**src/rtl/wb_stage_reg.sv**
```systemverilog
// Elastic MEM->WB register: 2-entry skid buffer, registered in_ready, flush, x0 write guard, WB mux.
// Latency 1 clk in->out; in_ready drops only when both entries are held (from state register only).
module wb_stage_reg #(
  parameter int DATA_WIDTH = 32,
  parameter int ADDR_WIDTH = 32,
  parameter int RD_WIDTH   = 5
) (
  input  logic                  clk,
  input  logic                  rst,
  input  logic                  in_valid,
  output logic                  in_ready,
  input  logic                  flush,
  input  logic                  reg_wem,
  input  logic [RD_WIDTH-1:0]   rdm,
  input  logic [ADDR_WIDTH-1:0] pcnm,
  input  logic [DATA_WIDTH-1:0] alu_resultm,
  input  logic [1:0]            wb_ctrm,
  input  logic [DATA_WIDTH-1:0] data_out,
  output logic                  out_valid,
  input  logic                  out_ready,
  output logic                  reg_wew,
  output logic [RD_WIDTH-1:0]   rdw,
  output logic [ADDR_WIDTH-1:0] pcnw,
  output logic [DATA_WIDTH-1:0] alu_resultw,
  output logic [1:0]            wb_ctrw,
  output logic [DATA_WIDTH-1:0] data_outw,
  output logic [DATA_WIDTH-1:0] wb_dataw,
  output logic [1:0]            occ
);

  typedef enum logic [1:0] {
    EMPTY = 2'd0,
    ONE   = 2'd1,
    FULL  = 2'd2
  } state_t;

  typedef struct packed {
    logic                  reg_we;
    logic [RD_WIDTH-1:0]   rd;
    logic [ADDR_WIDTH-1:0] pcn;
    logic [DATA_WIDTH-1:0] alu_result;
    logic [1:0]            wb_ctr;
    logic [DATA_WIDTH-1:0] data_out;
  } beat_t;

  state_t state, state_nxt;
  beat_t  head, skid, in_beat;
  logic   accept, retire;
  logic   load_head_in, load_head_skid, load_skid;
  logic [DATA_WIDTH-1:0] pcn_ext;

  assign in_beat = '{reg_we: reg_wem, rd: rdm, pcn: pcnm, alu_result: alu_resultm,
                     wb_ctr: wb_ctrm, data_out: data_out};

  assign accept = in_valid & in_ready;
  assign retire = out_valid & out_ready;

  always_ff @(posedge clk or negedge rst) begin
    if (!rst) state <= EMPTY;
    else      state <= state_nxt;
  end

  always_comb begin
    state_nxt      = state;
    load_head_in   = 1'b0;
    load_head_skid = 1'b0;
    load_skid      = 1'b0;
    if (flush) begin
      state_nxt = EMPTY;
    end else begin
      case (state)
        EMPTY: begin
          if (accept) begin
            state_nxt    = ONE;
            load_head_in = 1'b1;
          end
        end
        ONE: begin
          if (accept && !retire) begin
            state_nxt = FULL;
            load_skid = 1'b1;
          end else if (retire && !accept) begin
            state_nxt = EMPTY;
          end else if (accept && retire) begin
            load_head_in = 1'b1;
          end
        end
        FULL: begin
          if (retire) begin
            state_nxt      = ONE;
            load_head_skid = 1'b1;
          end
        end
        default: state_nxt = EMPTY;
      endcase
    end
  end

  always_comb begin
    in_ready  = (state != FULL);
    out_valid = (state != EMPTY);
    occ       = state;
    reg_wew   = out_valid & head.reg_we & (head.rd != '0);
    case (head.wb_ctr)
      2'b00:   wb_dataw = head.alu_result;
      2'b01:   wb_dataw = head.data_out;
      2'b10:   wb_dataw = pcn_ext;
      default: wb_dataw = '0;
    endcase
  end

  // Flush leaves payload untouched; only the state is cleared.
  always_ff @(posedge clk or negedge rst) begin
    if (!rst) begin
      head <= '0;
      skid <= '0;
    end else begin
      if (load_head_in)        head <= in_beat;
      else if (load_head_skid) head <= skid;
      if (load_skid)           skid <= in_beat;
    end
  end

  generate
    if (ADDR_WIDTH >= DATA_WIDTH) begin : g_pcn_trunc
      assign pcn_ext = head.pcn[DATA_WIDTH-1:0];
    end else begin : g_pcn_zext
      assign pcn_ext = {{(DATA_WIDTH-ADDR_WIDTH){1'b0}}, head.pcn};
    end
  endgenerate

  assign rdw         = head.rd;
  assign pcnw        = head.pcn;
  assign alu_resultw = head.alu_result;
  assign wb_ctrw     = head.wb_ctr;
  assign data_outw   = head.data_out;

endmodule

```
**config.mk**
```make
export PLATFORM = sky130hd
export DESIGN_NAME = wb_stage_reg
export DESIGN_NICKNAME = d
export VERILOG_FILES = /design/src/rtl/wb_stage_reg.sv
export SDC_FILE = /design/constraint.sdc
export NUM_CORES = 1
export LEC_CHECK = 0
export CORE_ASPECT_RATIO = 1.75
export CORE_UTILIZATION = 50
export CTS_BUF_LIST = sky130_fd_sc_hd__clkbuf_4 sky130_fd_sc_hd__clkbuf_8 sky130_fd_sc_hd__clkbuf_16
export CTS_CLUSTER_SIZE = 25
export DETAILED_ROUTE_END_ITERATION = 10
export PLACE_DENSITY = 0.79
export SETUP_SLACK_MARGIN = 0.15
export SLEW_MARGIN = 25
export SYNTH_ARGS = -nofsm -noshare
export SYNTH_HDL_FRONTEND = slang
export SYNTH_SLANG_ARGS = --single-unit
```
**constraint.sdc**
```tcl
create_clock -name clk -period 1.9 [get_ports clk]
set_clock_uncertainty 0.15 [all_clocks]
set_input_delay 0.475 -clock clk [delete_from_list [all_inputs] [get_ports clk]]
set_output_delay 0.475 -clock clk [all_outputs]
set_load 0.02 [all_outputs]
```
[Yosys cells after proc, flatten, opt, wreduce, memory -nomap -nowiden]
Index checks and enable logic that the tools add are counted.
Word-level totals
  bits in registers: 210
  input bits: 109
  output and inout bits: 140
  logic and storage cells: 57
Operators by class
  equality and inequality tests: 8
  multiplexer cells: 21
  bitwise gates (word level): 4
  reductions and logical operators: 11
Operators by type and width (count)
  two-way mux 104 bit: 2
  case mux 32 bit (3 select lines): 1
  two-way mux 1 bit: 11
  two-way mux 2 bit: 5
  inequality test 3 bit, second input constant: 2
  case mux 2 bit (3 select lines): 1
  nonzero test 5 bit: 1
  AND 1 bit: 4
  == test 2 x 1 -> 1 bit, second input constant: 2
  == test 2 bit, second input constant: 2
  logical NOT 2 bit: 2
  inequality test 4 bit, second input constant: 1
  nonzero test 2 bit: 2
  logical AND 1 bit: 3
  AND reduction 3 bit: 1
  logical NOT 1 bit: 2
  inequality test 2 bit, second input constant: 1
  case mux 1 bit (2 select lines): 1

[Logic depth before layout (Yosys ltp)]
  word-level depth: 9
  gate-level depth with buffers: 6
  depth with buffers taken out: 3

[Least setup slack after synthesis]
Ideal clock, no wire load.
  path type: register to output
  start point: register head, in the netlist wb_ctrw[1]
  end point: output wb_dataw[0]
  arrival: 1.461 ns
  required time: 1.275 ns
  setup slack: -0.186 ns
  stages on the path, launching flop included: 5
  buffers on the path: 2
  cell sequence: dfrtp_1 clkbuf_1 buf_2 mux2i_1 o21ai_0
Between the ends
  word-level cells in the longest chain between the ends: 2
  elaborated cells between the ends (all ways): 4
  classes of those cells: eq/ne (2); mux (1); reduce/logical (1)
RTL lines
  start, declared: RTL line 47  | beat_t head, skid, in_beat;
  start signal, assigned: RTL line 118  | if (load_head_in) head <= in_beat;
  start signal, assigned: RTL line 119  | else if (load_head_skid) head <= skid;
  == test 2 bit (tied with other cells): RTL line 104  | case (head.wb_ctr)
  case mux 32 bit (3 select lines) (*): RTL line 104
  end, declared: RTL line 27  | output logic [DATA_WIDTH-1:0] wb_dataw,
Mark *: on every way between the ends. The rest lies on a longest branch, timed or not.

[Worst setup path in the final report]
Same ends and word-level chain as after synthesis.

==> results.txt <==
----------------------------------------------------
[Placed design]
  Area after DPL ... 12,700 um^2
  Pre-CTS setup slack ... -0.470 ns
  Half-perimeter wire length of the detailed placement result ... 18.0 mm
  Count of buffers inserted at the top-level ports ... 248
  Final GP Congestion ... 0.838

[STA]
  Unrepaired setup endpoints after global routing ... yes
  Pins Over Slew Limit ... 0
  Final setup viols ... 245
  Final Worst Setup Slack ... -0.636 ns
  Number of hold violations in the final report ... 0
  Final period demand of the worst path ... 2.54 ns
  Share of the clock period used by the worst path after layout ... 1.33
  Relative max-transition margin ... 0.751
  Worst-Margin Slew ... 0.373 ns
  Peak clock frequency supported by timing ... 394 MHz

[Pwr]
  Static power due to leakage ... 7.82 nW
  Max VDD drop ... 1.02 mV
  Proportion of power drawn by the clock network ... 0.260
  Net switching component of the power ... 0.00546 W
  Internal Power ... 0.0116 W
  Relative contribution of sequential cells to total power ... 0.374
  Net Sw Frac ... 0.320
  Power density over the cells ... 1040 nW/um^2
  Gate power share ... 0.366

[Worst hold path]
  Worst min-delay path category ... input pin to flip-flop

[Clock tree]
  H-tree lvl count ... 1
  Count of clock tree sinks ... 210
  Reg clk slew, reported paths ... 0.07 ns
  Max Buffers Root-to-Sink ... 3
  CTS tree ... done
  Clk Latency, worst-skew pair ... 0.51 ns
  CTS buffer count ... 20
  CTS root buf ... sky130_fd_sc_hd__clkbuf_16

[Floorplan]
  Die X-Extent ... 109 um
  Die Height ... 189 um
  Site Rows ... 68
  Initial core utilization ... 0.509
  Ports placed on the boundary ... 249
  Area of the die ... 20,600 um^2
  Core area ... 19,700 um^2

[Outcome]
  Status ... finished, violations left
  Violations in the final reports ... setup timing

[Routing]
  DRT Wirelength ... 40.6 mm
  Routed met1 length ... 13.4 mm
  Average routed wire per standard cell ... 29.1 um
  Number of iterations in the first detailed-routing pass ... 5
  Via-per-instance ratio ... 6.27
  Highest metal layer with signal wires ... met5
  Vias post-DR ... 8,733
  Met3 wirelength from detailed routing ... 2.99 mm
  Drc violations ... 0
  ANT nets after route ... 0
  Routed length on met2 ... 20.7 mm
  DR iter-0 viols ... 612

[Logic synthesis]
  Mapped cell area ... 10,000 um^2
  YS warnings ... 0
  Flops & latches, synth ... 210
  Number of instances in the synthesized netlist ... 800
  Mapped Nets ... 909
  Area share of the largest cell type after synthesis ... 0.525
  Netlist cell types ... 28
  Post-synthesis average cell area ... 12.5 um^2
  Synth async-reset ratio ... 1.00
  Cell taking the most area after synthesis ... sky130_fd_sc_hd__dfrtp_1
  Number of flops mapped to enable cells by yosys ... 0
  Main area contributors after synthesis ... sky130_fd_sc_hd__dfrtp_1, sky130_fd_sc_hd__a221o_1, sky130_fd_sc_hd__buf_4
  Primary FF master, synth ... sky130_fd_sc_hd__dfrtp_1
  Proportion of synthesized chip area in sequential cells ... 0.525

[GRT]
  Vias in the first global route ... 8,698
  Initial antenna violation count ... 9
  Total overflow reported by the global router ... 0
  Global-route wire length before repair ... 51.6 mm
  GRT Util Overall ... 0.342
  Maximum number of pins on one net before global-route repair ... 45

[Worst setup path]
  Required time at the endpoint of the critical path ... 1.27 ns
  Critical path arrival ... 1.91 ns
  Critical Path Sink Type ... primary output
  Critical path peak fanout ... 6
  Setup CP Type ... flip-flop to primary output
  Startpoint class of the critical path ... flip-flop

[Layout]
  Commonest cells after routing, fill and taps aside ... sky130_fd_sc_hd__dfrtp_1, sky130_fd_sc_hd__buf_6, sky130_fd_sc_hd__clkdlybuf4s50_1
  Most frequent standard cell in the layout excluding fill and tap cells ... sky130_fd_sc_hd__dfrtp_1
  Area taken by flip-flops and latches ... 5270 um^2
  Layout Nets ... 1,236
  Synth-to-layout area growth ... 64.4%
  Fraction of layout cells with a size suffix above 1 ... 0.522
  Final std cell area, no fill ... 16,400 um^2
  Fill cell count ... 889
  Area taken by multi-input logic gates ... 4440 um^2

[Flow run]
  Number of maximum-capacitance constraint violations ... 0

----------------------------------------------------
[path summary, 6_finish.rpt]
path,from,end,slack [ns],cells past startpoint
setup / recovery,wb_ctrw[1],wb_dataw[0],-0.64,7
hold / removal,flush,occ[1],0.27,2
setup reg to reg,occ[0],pcnw[18],-0.25,8
hold reg to reg,skid[4],skid[4],0.35,1
max in group asynchronous,rst,data_outw[30],0.76,3
min in group asynchronous,rst,pcnw[15],0.29,2
[final cells by class]
| class | count | area share |
|---|---|---|
| antenna | 9 | 0.00137 |
| clock buffer | 31 | 0.0392 |
| clock inverter | 3 | 0.00396 |
| multi-input combinational | 434 | 0.270 |
| sequential | 210 | 0.320 |
| tap | 245 | 0.0186 |
| timing repair buffer | 461 | 0.347 |
[power groups by stage]
stage               clock network, W  logic [W]  registers (W)
floorplan                          0    0.00283        0.00599
global placement                   0    0.00446        0.00612
detailed placement                 0    0.00455        0.00617
CTS                          0.00437    0.00533        0.00616
global route                 0.00459    0.00647        0.00645
finish                       0.00443    0.00625        0.00639
[sequential cells by signal, summed over array words and instances, names as in the netlist]
name,flops
head,1
data_outw,32
occ,2
rdw,5
alu_resultw,32
wb_ctrw,2
pcnw,32
skid,104
[through the flow]
| step | setup TNS [ns] | std cells | utilization | power (W) | hold slack, ns |
|---|---|---|---|---|---|
| 2_1_floorplan | 0 | 800 | - | 0.00883 | 0.0294 |
| 6_report | -40.96 | 1393 | 0.837 | 0.0171 | 0.268 |
| 3_3_place_gp | -97.61 | 1225 | 0.648 | 0.0106 | 0.256 |
| 5_1_grt | -46.61 | 1391 | 0.837 | 0.0175 | 0.313 |
| 4_1_cts | -23.96 | 1345 | 0.777 | 0.0159 | 0.260 |
| 3_5_place_dp | -98.22 | 1225 | 0.648 | 0.0107 | 0.256 |
[kinds of logic (layout without fill, tap and decap cells)]
family	after synthesis	after routing	synth area share
buf+inv	158	495	0.112
mux	139	139	0.152
compound gates	142	143	0.123
other cells	0	9	0
simple gates	151	152	0.0874
flops	210	210	0.525
[timing repair]
| action | CTS | global route |
|---|---|---|
| buffers inserted | 48 | 26 |
| hold buffers | 1 | 0 |
| pin swaps | 51 | 36 |
| endpoints found under the hold margin | 23 | 0 |
| endpoints found under the setup margin | 348 | 307 |
| resized for setup | 899 | 173 |
| gates cloned | 37 | 13 |
[Yosys cell counts (16+ instances only)]
cell and number:
sky130_fd_sc_hd__buf_4 104, sky130_fd_sc_hd__o21ai_0 32, sky130_fd_sc_hd__clkbuf_1 21, sky130_fd_sc_hd__a221o_1 101, sky130_fd_sc_hd__dfrtp_1 210, sky130_fd_sc_hd__and2_1 50, sky130_fd_sc_hd__and2_0 51, sky130_fd_sc_hd__nand2_1 35
sky130_fd_sc_hd__mux2_1 60, sky130_fd_sc_hd__buf_2 17, sky130_fd_sc_hd__buf_6 16, sky130_fd_sc_hd__mux2i_1 35, sky130_fd_sc_hd__mux2_2 44
[critical path, stage by stage (launching register included)]
cell                      delay, ns
sky130_fd_sc_hd__dfrtp_2       0.44
sky130_fd_sc_hd__buf_6         0.14
sky130_fd_sc_hd__nor2b_4       0.17
sky130_fd_sc_hd__buf_6         0.15
sky130_fd_sc_hd__buf_12        0.16
sky130_fd_sc_hd__nand2_2       0.09
sky130_fd_sc_hd__o21ai_2       0.09
sky130_fd_sc_hd__buf_6         0.15
[metal layers]
layer  vias up  global-route usage
met4         2               0.203
li1       3483                   -
met2       609               0.597
met5         -                   0
met1      4414               0.379
met3       225              0.0602
No activity file was read; power rests on OpenSTA's default activity.
==> RTL edit (config.mk and constraints unchanged) <==
Reset style: synchronous (`rst`), changed in 2 clocked blocks.
--- a/src/rtl/wb_stage_reg.sv
+++ b/src/rtl/wb_stage_reg.sv
@@ -55,7 +55,7 @@
   assign accept = in_valid & in_ready;
   assign retire = out_valid & out_ready;
 
-  always_ff @(posedge clk or negedge rst) begin
+  always_ff @(posedge clk) begin
     if (!rst) state <= EMPTY;
     else      state <= state_nxt;
   end
@@ -110,7 +110,7 @@
   end
 
   // Flush leaves payload untouched; only the state is cleared.
-  always_ff @(posedge clk or negedge rst) begin
+  always_ff @(posedge clk) begin
     if (!rst) begin
       head <= '0;
       skid <= '0;
Formal check against the unedited RTL: differs if rst is asserted again (counterexample within 4 cycles, from zero or initial values and one cycle with rst low); with rst held inactive, the same outputs for 4 cycles.
==> RTL edit against the original RTL <==
- the run now fails in global routing
- area after synthesis increased by 7.4%
==> RTL edit: results (changes against the original RTL) <==
CTS
  – H-tree depth: 1 (unchanged)
  – Clock Tree Buf Depth: 3 (unchanged)
  – Root Driver: clkbuf_16 (unchanged)
  – Inserted Clock Buffers: 20 (unchanged)

Synthesis
  – Post-synth top cells: 242 x nand2_1, 210 x dfxtp_1, 125 x o21ai_0, 104 x a31oi_1, 104 x nand3_1 (was 210 x dfrtp_1, 104 x buf_4, 101 x a221o_1, 60 x mux2_1, 51 x and2_0)
  – Leading post-synthesis cells by cell area: dfxtp_1 39%, nand2_1 8.5%, buf_4 7.2%, o31ai_2 6.5%, a31oi_1 6.1% (was dfrtp_1 53%, a221o_1 10%, buf_4 7.8%, mux2_1 6.8%, mux2_2 5.0%)
  – FFs w/ async S/R, synth: 0 (was 1.00)
  – Yosys reg bits: 210 (unchanged)
  – Synth Warn #: 0 (unchanged)
  – Commonest register cell after synthesis: dfxtp_1 (was dfrtp_1)
  – Post-synthesis cell type count: 33 (was 28)
  – Sequential fraction of the synthesis area: 0.391 (was 0.525)
  – Mapped Nets: 1,404 (was 909)

Global routing
  – Largest net degree at the start of global routing: 91
  – Overflow after GRT: 670
  – GRT Util Overall: 0.862

Timing
  – Worst_ep grt: wb_dataw[13]
  – Worst endpoint type: top-level output

Placement
  – Post-DP HPWL: 25,800 µm (was 18,000 µm)
  – PortBufs: 248 (unchanged)
  – RePlAce Congestion: 0.853 (was 0.838)
  – DP Area: 13,900 µm² (was 12,700 µm²)

Floorplanning
  – Rows: 70 (was 68)

Outcome
  – Stopped at: global routing
  – Outcome: stopped before the end (was complete, but fails checks)
  – Error msg: [ERROR GRT-0232] Routing congestion too high. Check the congestion heatmap in the GUI.
-- RTL edit: through the flow --
| stage | utilization | cells | TNS, ns | hold WS [ns] | setup slack (ns) |
|---|---|---|---|---|---|
| floorplan | - | 1295 | 0 | 0.295 | 0.122 |
| global placement | 0.660 | 1710 | -77.44 | 0.298 | -0.419 |
| detailed placement | 0.660 | 1710 | -82.13 | 0.306 | -0.454 |
| CTS | 0.759 | 1801 | -13.27 | 0.108 | -0.565 |
-- RTL edit: cells by family after synthesis --
group | after synthesis | share of synthesized area
AOI/OAI and AO/OA | 452 | 0.299
and+or+nand+nor | 360 | 0.143
buffers and inverters | 240 | 0.136
DFF | 210 | 0.391
muxes | 33 | 0.0307
-- RTL edit: what timing repair did --
| item | in CTS |
|---|---|
| setup endpoints to repair | 285 |
| resized for setup | 888 |
| buffers inserted | 25 |
| cloned | 30 |
| hold buffers | 0 |
| pin swaps | 15 |
-- RTL edit: layer usage --
layer,GRT overflow,track usage
met5,0,0.106
met4,209,0.993
met3,11,0.651
met2,447,1.07
met1,3,0.828
